### src/rtl/bmd_256_latency_ctrl.sv
// Echo-latency controller: stamps each send into BRAM by tag, and on each echo reads the
// stamp back, computes the round-trip latency and keeps min/max/sum/count statistics.
module bmd_256_latency_ctrl #(
    parameter int unsigned CNT_W  = 38,
    parameter int unsigned ADDR_W = 13
) (
    input  logic              clk,
    input  logic              rst_n,
    input  logic              latency_reset_signal,
    input  logic [CNT_W-1:0]  latency_counter,
    input  logic              tx_send_valid,
    output logic              tx_send_ready,
    output logic [ADDR_W-1:0] tx_tag,
    input  logic              rx_echo_valid,
    output logic              rx_echo_ready,
    input  logic [ADDR_W-1:0] rx_echo_tag,
    output logic              bram_ena,
    output logic              bram_wea,
    output logic [ADDR_W-1:0] bram_wr_addr,
    output logic [CNT_W-1:0]  bram_wr_data,
    output logic              bram_reb,
    output logic [ADDR_W-1:0] bram_rd_addr,
    input  logic [CNT_W-1:0]  bram_rd_data,
    output logic              lat_valid,
    output logic [CNT_W-1:0]  lat_value,
    output logic [CNT_W-1:0]  lat_min,
    output logic [CNT_W-1:0]  lat_max,
    output logic [53:0]       lat_sum,
    output logic [31:0]       lat_count,
    output logic [ADDR_W:0]   outstanding,
    output logic              err_unexpected
);
    localparam int unsigned SUM_W     = 54;
    localparam int unsigned SUM_EXT_W = SUM_W + 1;
    localparam int unsigned NUM_W     = 32;
    localparam int unsigned OUT_W     = ADDR_W + 1;
    localparam logic [OUT_W-1:0] DEPTH = {1'b1, {ADDR_W{1'b0}}};

    typedef enum logic [1:0] {IDLE, RD, W1, W2} state_e;

    state_e              state_q;
    logic [ADDR_W-1:0]   wr_ptr_q;
    logic [OUT_W-1:0]    outstanding_q;
    logic                bram_ena_q;
    logic [ADDR_W-1:0]   wr_addr_q;
    logic [CNT_W-1:0]    wr_data_q;
    logic                bram_reb_q;
    logic [ADDR_W-1:0]   rd_addr_q;
    logic [CNT_W-1:0]    t_rx_q;
    logic                lat_valid_q;
    logic [CNT_W-1:0]    lat_value_q;
    logic [CNT_W-1:0]    lat_min_q;
    logic [CNT_W-1:0]    lat_max_q;
    logic [SUM_W-1:0]    lat_sum_q;
    logic [NUM_W-1:0]    lat_count_q;
    logic                err_q;

    logic                send_acc;
    logic                echo_acc;
    logic                echo_ok;
    logic                echo_bad;
    logic [CNT_W-1:0]    lat_diff;
    logic [SUM_EXT_W-1:0] sum_ext;
    logic [SUM_W-1:0]    sum_next;
    logic [NUM_W-1:0]    count_next;

    assign tx_send_ready = (outstanding_q < DEPTH);
    assign rx_echo_ready = (state_q == IDLE);
    assign send_acc      = tx_send_valid && tx_send_ready;
    assign echo_acc      = rx_echo_valid && rx_echo_ready;
    assign echo_ok       = echo_acc && (outstanding_q != '0);
    assign echo_bad      = echo_acc && (outstanding_q == '0);

    // Modular subtraction gives the right answer across a timestamp wrap.
    assign lat_diff   = t_rx_q - bram_rd_data;
    assign sum_ext    = SUM_EXT_W'(lat_sum_q) + SUM_EXT_W'(lat_diff);
    assign sum_next   = sum_ext[SUM_W] ? {SUM_W{1'b1}} : sum_ext[SUM_W-1:0];
    assign count_next = (&lat_count_q) ? lat_count_q : lat_count_q + NUM_W'(1);

    always_ff @(posedge clk or negedge rst_n) begin
        if (!rst_n) begin
            state_q       <= IDLE;
            wr_ptr_q      <= '0;
            outstanding_q <= '0;
            bram_ena_q    <= 1'b0;
            wr_addr_q     <= '0;
            wr_data_q     <= '0;
            bram_reb_q    <= 1'b0;
            rd_addr_q     <= '0;
            t_rx_q        <= '0;
            lat_valid_q   <= 1'b0;
            lat_value_q   <= '0;
            lat_min_q     <= '1;
            lat_max_q     <= '0;
            lat_sum_q     <= '0;
            lat_count_q   <= '0;
            err_q         <= 1'b0;
        end else if (latency_reset_signal) begin
            // User clear wins over any send/echo this cycle and drops an in-flight read.
            state_q       <= IDLE;
            wr_ptr_q      <= '0;
            outstanding_q <= '0;
            bram_ena_q    <= 1'b0;
            wr_addr_q     <= '0;
            wr_data_q     <= '0;
            bram_reb_q    <= 1'b0;
            rd_addr_q     <= '0;
            t_rx_q        <= '0;
            lat_valid_q   <= 1'b0;
            lat_value_q   <= '0;
            lat_min_q     <= '1;
            lat_max_q     <= '0;
            lat_sum_q     <= '0;
            lat_count_q   <= '0;
            err_q         <= 1'b0;
        end else begin
            bram_ena_q  <= send_acc;
            bram_reb_q  <= 1'b0;
            lat_valid_q <= 1'b0;

            if (send_acc) begin
                wr_addr_q <= wr_ptr_q;
                wr_data_q <= latency_counter;
                wr_ptr_q  <= wr_ptr_q + ADDR_W'(1);
            end

            if (send_acc && !echo_ok) begin
                outstanding_q <= outstanding_q + OUT_W'(1);
            end else if (!send_acc && echo_ok) begin
                outstanding_q <= outstanding_q - OUT_W'(1);
            end

            if (echo_bad) begin
                err_q <= 1'b1;
            end

            // Read pipeline: RD issues the BRAM read, data lands in W2.
            case (state_q)
                IDLE: begin
                    if (echo_ok) begin
                        t_rx_q     <= latency_counter;
                        rd_addr_q  <= rx_echo_tag;
                        bram_reb_q <= 1'b1;
                        state_q    <= RD;
                    end
                end
                RD: state_q <= W1;
                W1: state_q <= W2;
                W2: begin
                    state_q     <= IDLE;
                    lat_valid_q <= 1'b1;
                    lat_value_q <= lat_diff;
                    lat_sum_q   <= sum_next;
                    lat_count_q <= count_next;
                    if (lat_diff < lat_min_q) lat_min_q <= lat_diff;
                    if (lat_diff > lat_max_q) lat_max_q <= lat_diff;
                end
                default: state_q <= IDLE;
            endcase
        end
    end

    assign tx_tag         = wr_ptr_q;
    assign outstanding    = outstanding_q;
    assign bram_ena       = bram_ena_q;
    assign bram_wea       = bram_ena_q;
    assign bram_wr_addr   = wr_addr_q;
    assign bram_wr_data   = wr_data_q;
    assign bram_reb       = bram_reb_q;
    assign bram_rd_addr   = rd_addr_q;
    assign lat_valid      = lat_valid_q;
    assign lat_value      = lat_value_q;
    assign lat_min        = lat_min_q;
    assign lat_max        = lat_max_q;
    assign lat_sum        = lat_sum_q;
    assign lat_count      = lat_count_q;
    assign err_unexpected = err_q;

endmodule

### config.mk
export PLATFORM = sky130hd
export DESIGN_NAME = bmd_256_latency_ctrl
export DESIGN_NICKNAME = d
export VERILOG_FILES = /design/src/rtl/bmd_256_latency_ctrl.sv
export SDC_FILE = /design/constraint.sdc
export NUM_CORES = 1
export LEC_CHECK = 0
export ABC_AREA = 1
export BUFFER_PORTS_ARGS = -buffer_cell sky130_fd_sc_hd__buf_2
export CAP_MARGIN = 20
export CORE_MARGIN = 4
export CORE_UTILIZATION = 55
export DETAILED_ROUTE_END_ITERATION = 10
export PLACE_DENSITY = 0.9
export SYNTH_ARGS = -nofsm -noshare
export SYNTH_HDL_FRONTEND = slang
export SYNTH_SLANG_ARGS = --single-unit
### constraint.sdc
create_clock -name clk -period 8.3 [get_ports clk]
set_input_delay 2.49 -clock clk [delete_from_list [all_inputs] [get_ports clk]]
set_output_delay 2.49 -clock clk [all_outputs]
set_load 0.005 [all_outputs]
### Word level (Yosys, flattened, before mapping)

Index checks and enable logic that the tools add are counted.

* add/subtract/negate cells: 6
* order comparisons: 3
* eq/ne operators: 5
* muxes and demuxes: 40
* reduce and logical (&&, ||, !) cells: 24

Operators with widths (count)
* 38-bit two-way mux: 13
* 54-bit two-way mux: 3
* 32-bit two-way mux: 3
* 13-bit two-way mux: 7
* 54-bit by 38-bit adder with 55-bit output: 1
* 14-bit two-way mux: 3
* 38-bit > comparator: 1
* 38-bit < comparator: 1
* 38-bit subtractor: 1
* 32-bit by 1-bit adder with 32-bit output (second input constant): 1
* 32-bit AND reduction: 1
* 14-bit by 1-bit adder with 14-bit output (second input constant): 1
* 14-bit logical NOT: 1
* 14-bit < comparator (second input constant): 1
* 14-bit nonzero test: 1
* 2-bit nonzero test: 7
* 14-bit by 1-bit subtractor with 14-bit output (second input constant): 1
* 13-bit by 1-bit adder with 13-bit output (second input constant): 1
* 1-bit two-way mux: 8
* 2-bit case mux with 4 select lines: 1
* 2-bit AND reduction: 4
* 1-bit logical AND: 6
* 2-bit == test (second input constant): 2
* 2-bit two-way mux: 2
* other kinds (6): 7

* register bits after elaboration: 335
* input port bits: 94
* output and inout bits: 298
* logic and storage cells: 94

### Logic depth before layout (Yosys ltp)

* depth in word-level cells: 7
* gate-level depth with buffers: 31
* depth with buffers taken out: 29

### Least setup slack after synthesis

No wires, ideal clock.

* path type: input port to flip-flop
* from: input port bram_rd_data[0]
* to: register lat_sum_q[10], in the netlist lat_sum[10]
* setup time: 0.120 ns
* data arrival time: 5.369 ns
* data required time: 8.180 ns
* slack: 2.811 ns
* stages: 26
* buffers on the path: 2
* cells stage by stage: ha_1 -> fa_1 -> inv_1 -> nand3_1 -> nand3_1 -> nand2_1 -> nand2_1 -> nand2_1 -> nand2_1 -> nand3_1 -> nand3_1 -> nand2_1 -> ha_1 -> nand2_1 -> inv_1 -> nand2_1 -> nand2_1 -> o21bai_1 -> nand2_1 -> nand2_1 -> nand2_1 -> nand2_1 -> buf_6 -> buf_6 -> o21ai_1 -> nand2_1

* longest elaborated chain between the ends: 5

RTL lines
* start: declaration: line 23 `input logic [CNT_W-1:0] bram_rd_data,`
* 38-bit subtractor: line 75 `assign lat_diff = t_rx_q - bram_rd_data;`
* 54-bit by 38-bit adder with 55-bit output: line 76 `assign sum_ext = SUM_EXT_W'(lat_sum_q) + SUM_EXT_W'(lat_diff);`
* 54-bit two-way mux: line 77 `assign sum_next = sum_ext[SUM_W] ? {SUM_W{1'b1}} : sum_ext[SUM_W-1:0];`
* 54-bit two-way mux: line 138 `case (state_q)`
* 54-bit two-way mux: line 98 `end else if (latency_reset_signal) begin`
* end signal: assignment: line 153 `lat_sum_q <= sum_next;`
* end: declaration: line 54 `logic [SUM_W-1:0] lat_sum_q;`

Every way passes these cells. The select of a mux whose other input is x is not followed.
A chain may end at the register's enable or synchronous reset.

### Final worst setup path

* from: input port bram_rd_data[0]
* to: register lat_min_q[4], in the netlist lat_min[4]

* longest elaborated chain between the ends: 4
* elaborated cells between the ends (all ways): 7
* those cells by class: add/sub (1); order compare (1); mux (3); reduce/logical (2)

RTL lines
* 38-bit subtractor (*): line 75
* 38-bit < comparator or 38-bit two-way mux (tied branches): line 155 `if (lat_diff < lat_min_q) lat_min_q <= lat_diff;`
* 2-bit nonzero test (no source line) or 38-bit two-way mux (tied branches)
* 2-bit AND reduction (no source line) or 38-bit two-way mux (tied branches)
* end signal: assignment: line 155
* end: declaration: line 52 `logic [CNT_W-1:0] lat_min_q;`

Every way passes the cells marked *; elsewhere a longest branch is shown, timed or not. The select of a mux whose other input is x is not followed.

==> reports/metrics.csv <==
stage,metric,value,unit
status,status,"complete, no violations",
global_routing,grtUsageMet3,0.07011,
setup_path,cp-end-kind,flip-flop,
timing,setup-tns-final,0,ns
yosys,async_flop_share,1.000,
timing,slew_viol_final,0,
yosys,synth-edff-count,0,
die,io_pins,392,
timing,setup_slack,2.045,ns
timing,fin_crit,6.255,ns
cells_and_area,post-route-util,0.6420,
pwr,power.density,292.5,nW/µm²
die,chipHeight,216.3,µm
place,place.gp.congestion,1.001,
pwr,peakVddDrop,0.1926,mV
timing,maxSlewHeadroom,0.2790,
detailed_routing,dr.first_iter.drc_count,2285,
die,start_util,0.5554,
flow_run,cap_violations,0,
die,die_area,46800,µm²
cells_and_area,fill_cells,3932,
timing,max_freq,159.9,MHz
yosys,synthMostInstantiatedCell,nand2_1,
yosys,syn_inst,3530,
timing,worstMarginPinSlew,1.082,ns
pwr,p_total,8.073,mW
cells_and_area,area_growth,15.60,%
cells_and_area,final_layout_size_suffix_gt1_frac,0.1522,
global_routing,use_met1,0.4333,
cells_and_area,fin_nets,4147,
setup_path,startpoint_type,primary input,
clocking,clock_sinks,335,
yosys,ys_seq_area_frac,0.3532,
yosys,synth_commonest_cells,"nand2_1 (1,222), inv_1 (556), dfrtp_1 (297)",
clocking,cts_tree,built,
setup_path,crit_type,in2reg,
yosys,yosys.area.top_type_share,0.3113,
yosys,synth_xor_area_frac,0.02201,
setup_path,cp.arrival,6.76,ns
clocking,cts-resized-gates,0,
yosys,synth_top_family_by_area,simple AND/OR/NAND/NOR gates,
clocking,path_clk_slew,0.06,ns
yosys,synth.cell_area,23870,µm²
place,dp_hpwl,61.61,mm
clocking,post-cts-setup-buffers,0,
detailed_routing,postRouteAntennaNets,0,
yosys,syn-num-nets,3794,
global_routing,busiest_layer,met2,
yosys,yosysTopAreaCell,dfrtp_1,
yosys,synth_compound_area_frac,0.08957,
die,coreArea,42980,µm²
global_routing,grt_antenna_before_repair,4,
yosys,synth.area.top_cells,"dfrtp_1 (31%), nand2_1 (19%), ha_1 (8.8%), inv_1 (8.7%), nand3_1 (5.5%)",
clocking,cts_buffer_depth,3,
global_routing,grt_max_degree,101,
setup_path,required,8.80,ns
timing,hold_violations,0,
place,placedCellCount,4427,
timing,finalSetupViolations,0,
timing,period_share,0.7537,
yosys,syn_avg_cell_area,6.763,µm²
yosys,synthAdderAreaFrac,0.09005,
detailed_routing,wire_per_inst,17.89,µm
yosys,synth_seq_cells,335,
die,num_rows,76,
global_routing,grt_pass1_wl,125.9,mm
detailed_routing,finalWirelength,80.44,mm
timing,rsz0062_at_grt,no,
hold_path,hold_class,reg2reg,
yosys,yosysUniqueCellTypes,53,
detailed_routing,drc,0,
place,post-place-ws,1.687,ns
global_routing,gr-total-overflow,0,
detailed_routing,route.vias.total,24750,
yosys,synth_warnings,0,
clocking,cts-root-buf,clkbuf_16,
clocking,cts.hold.buffers_added,0,
cells_and_area,final_cells,4496,
pwr,p_leak,15.99,nW
global_routing,grt_pass1_vias,23559,
yosys,synth.area.mux_share,0,
setup_path,cp_max_fo,27,
clocking,cts_buffers,39,
clocking,cts_max_level,2,
yosys,synthFlopType,dfrtp_1,
place,port_buffers,391,
die,die_w,216.3,µm
global_routing,grt_util_met2,0.5444,
detailed_routing,dr.pass1.iters,8,
yosys,synthSimpleGateAreaFrac,0.3355,
timing,finalClockSkew,0.01805,ns
global_routing,grtUsageTotal,0.3353,
detailed_routing,vias_per_cell,5.505,
clocking,clock_latency,0.57,ns
cell type report:
class	count	area, µm²	area share
diodes	1	2.502	0.00009068
clock buffers	52	1126	0.04081
inverters	570	2147	0.07781
multi-input cells	2532	12840	0.4653
repair buffers	405	2085	0.07554
flip-flops and latches	335	8431	0.3055
clock inverters	16	231.5	0.008388
well taps	585	732.0	0.02652
cells in the final DEF, fill, tap and decap left out, drive strengths merged, types with 5 or more instances in the layout:
| cell type | n |
|---|---|
| bufinv | 5 |
| xor2 | 49 |
| nand3 | 279 |
| nand3b | 9 |
| o21ai | 220 |
| dfstp | 38 |
| nor3 | 56 |
| nor2 | 266 |
| nand4 | 39 |
| a22o | 13 |
| a21o | 9 |
| clkbuf | 52 |
| a21oi | 129 |
| dfrtp | 297 |
| inv | 570 |
| nor4 | 7 |
| nand2 | 1235 |
| ha | 167 |
| xnor2 | 11 |
| o21bai | 12 |
| buf | 405 |
| clkinv | 8 |
sequential cells by signal, indices dropped and copies added (netlist names):
register / flops
tx_tag: 13
bram_reb: 1
t_rx_q: 38
bram_wr_data: 38
lat_count: 32
bram_ena: 1
bram_rd_addr: 13
lat_max: 38
bram_wr_addr: 13
lat_sum: 54
lat_value: 38
lat_valid: 1
outstanding: 14
err_unexpected: 1
lat_min: 38
state_q: 2
path summary, 6_finish.rpt:
kind / from / to / slack [ns] / cells past startpoint
max: bram_rd_data[0] / lat_min[4]$_DFFE_PN1P_ / 2.04 / 24
max in group asynchronous: rst_n / bram_wr_data[25]$_DFFE_PN0P_ / 4.88 / 2
min reg2reg: lat_min[16]$_DFFE_PN1P_ / lat_min[16]$_DFFE_PN1P_ / 0.47 / 2
min in group asynchronous: rst_n / lat_sum[3]$_DFFE_PN0P_ / 1.95 / 1
min: lat_min[16]$_DFFE_PN1P_ / lat_min[16]$_DFFE_PN1P_ / 0.47 / 2
max reg2reg: t_rx_q[0]$_DFFE_PN0P_ / lat_min[4]$_DFFE_PN1P_ / 3.70 / 24
cells by family after synthesis:
group,Yosys count
and+or+nand+nor,1903
xor gates and xnor gates,60
AOI/OAI and AO/OA,399
adders and majority gates,170
buffers and inverters,663
DFF,335
per-layer routing:
layer  vias to the layer above  part of all wire
met2                      1223              0.45
met3                       225             0.095
met1                     11486              0.40
met5                         -           0.00042
li1                      11810                 -
met4                         6             0.052
power breakdown:
group          switching (mW)  internal, mW
Sequential              0.296          2.03
Combinational            2.60          1.31
Clock                   0.727          1.11
per-stage QoR:
step                area [µm²]  hold slack, ns
global route             27600          0.4914
floorplan                23870          0.4570
global placement         26240          0.4555
detailed placement       26240          0.4596
finish                   27600          0.4728
CTS                      27590          0.4758
worst max-delay path: stages:
cell	delay (ns)
buf_2	0.11
ha_1	0.22
fa_1	0.40
inv_1	0.13
nand3_1	0.08
nand3_1	0.15
nand2_1	0.07
nand2_1	0.14
nand2_1	0.08
nand2_1	0.10
xor2_1	0.34
inv_1	0.16
ha_1	0.30
nand2_1	0.07
nor2_1	0.21
nand4_1	0.21
nor3_1	0.26
nand3_1	0.11
nand3_1	0.13
nand2_1	0.07
nand2_1	0.35
buf_4	0.41
nand2_1	0.10
nand2_1	0.08
Note: power is estimated with default switching activity, not from simulation.
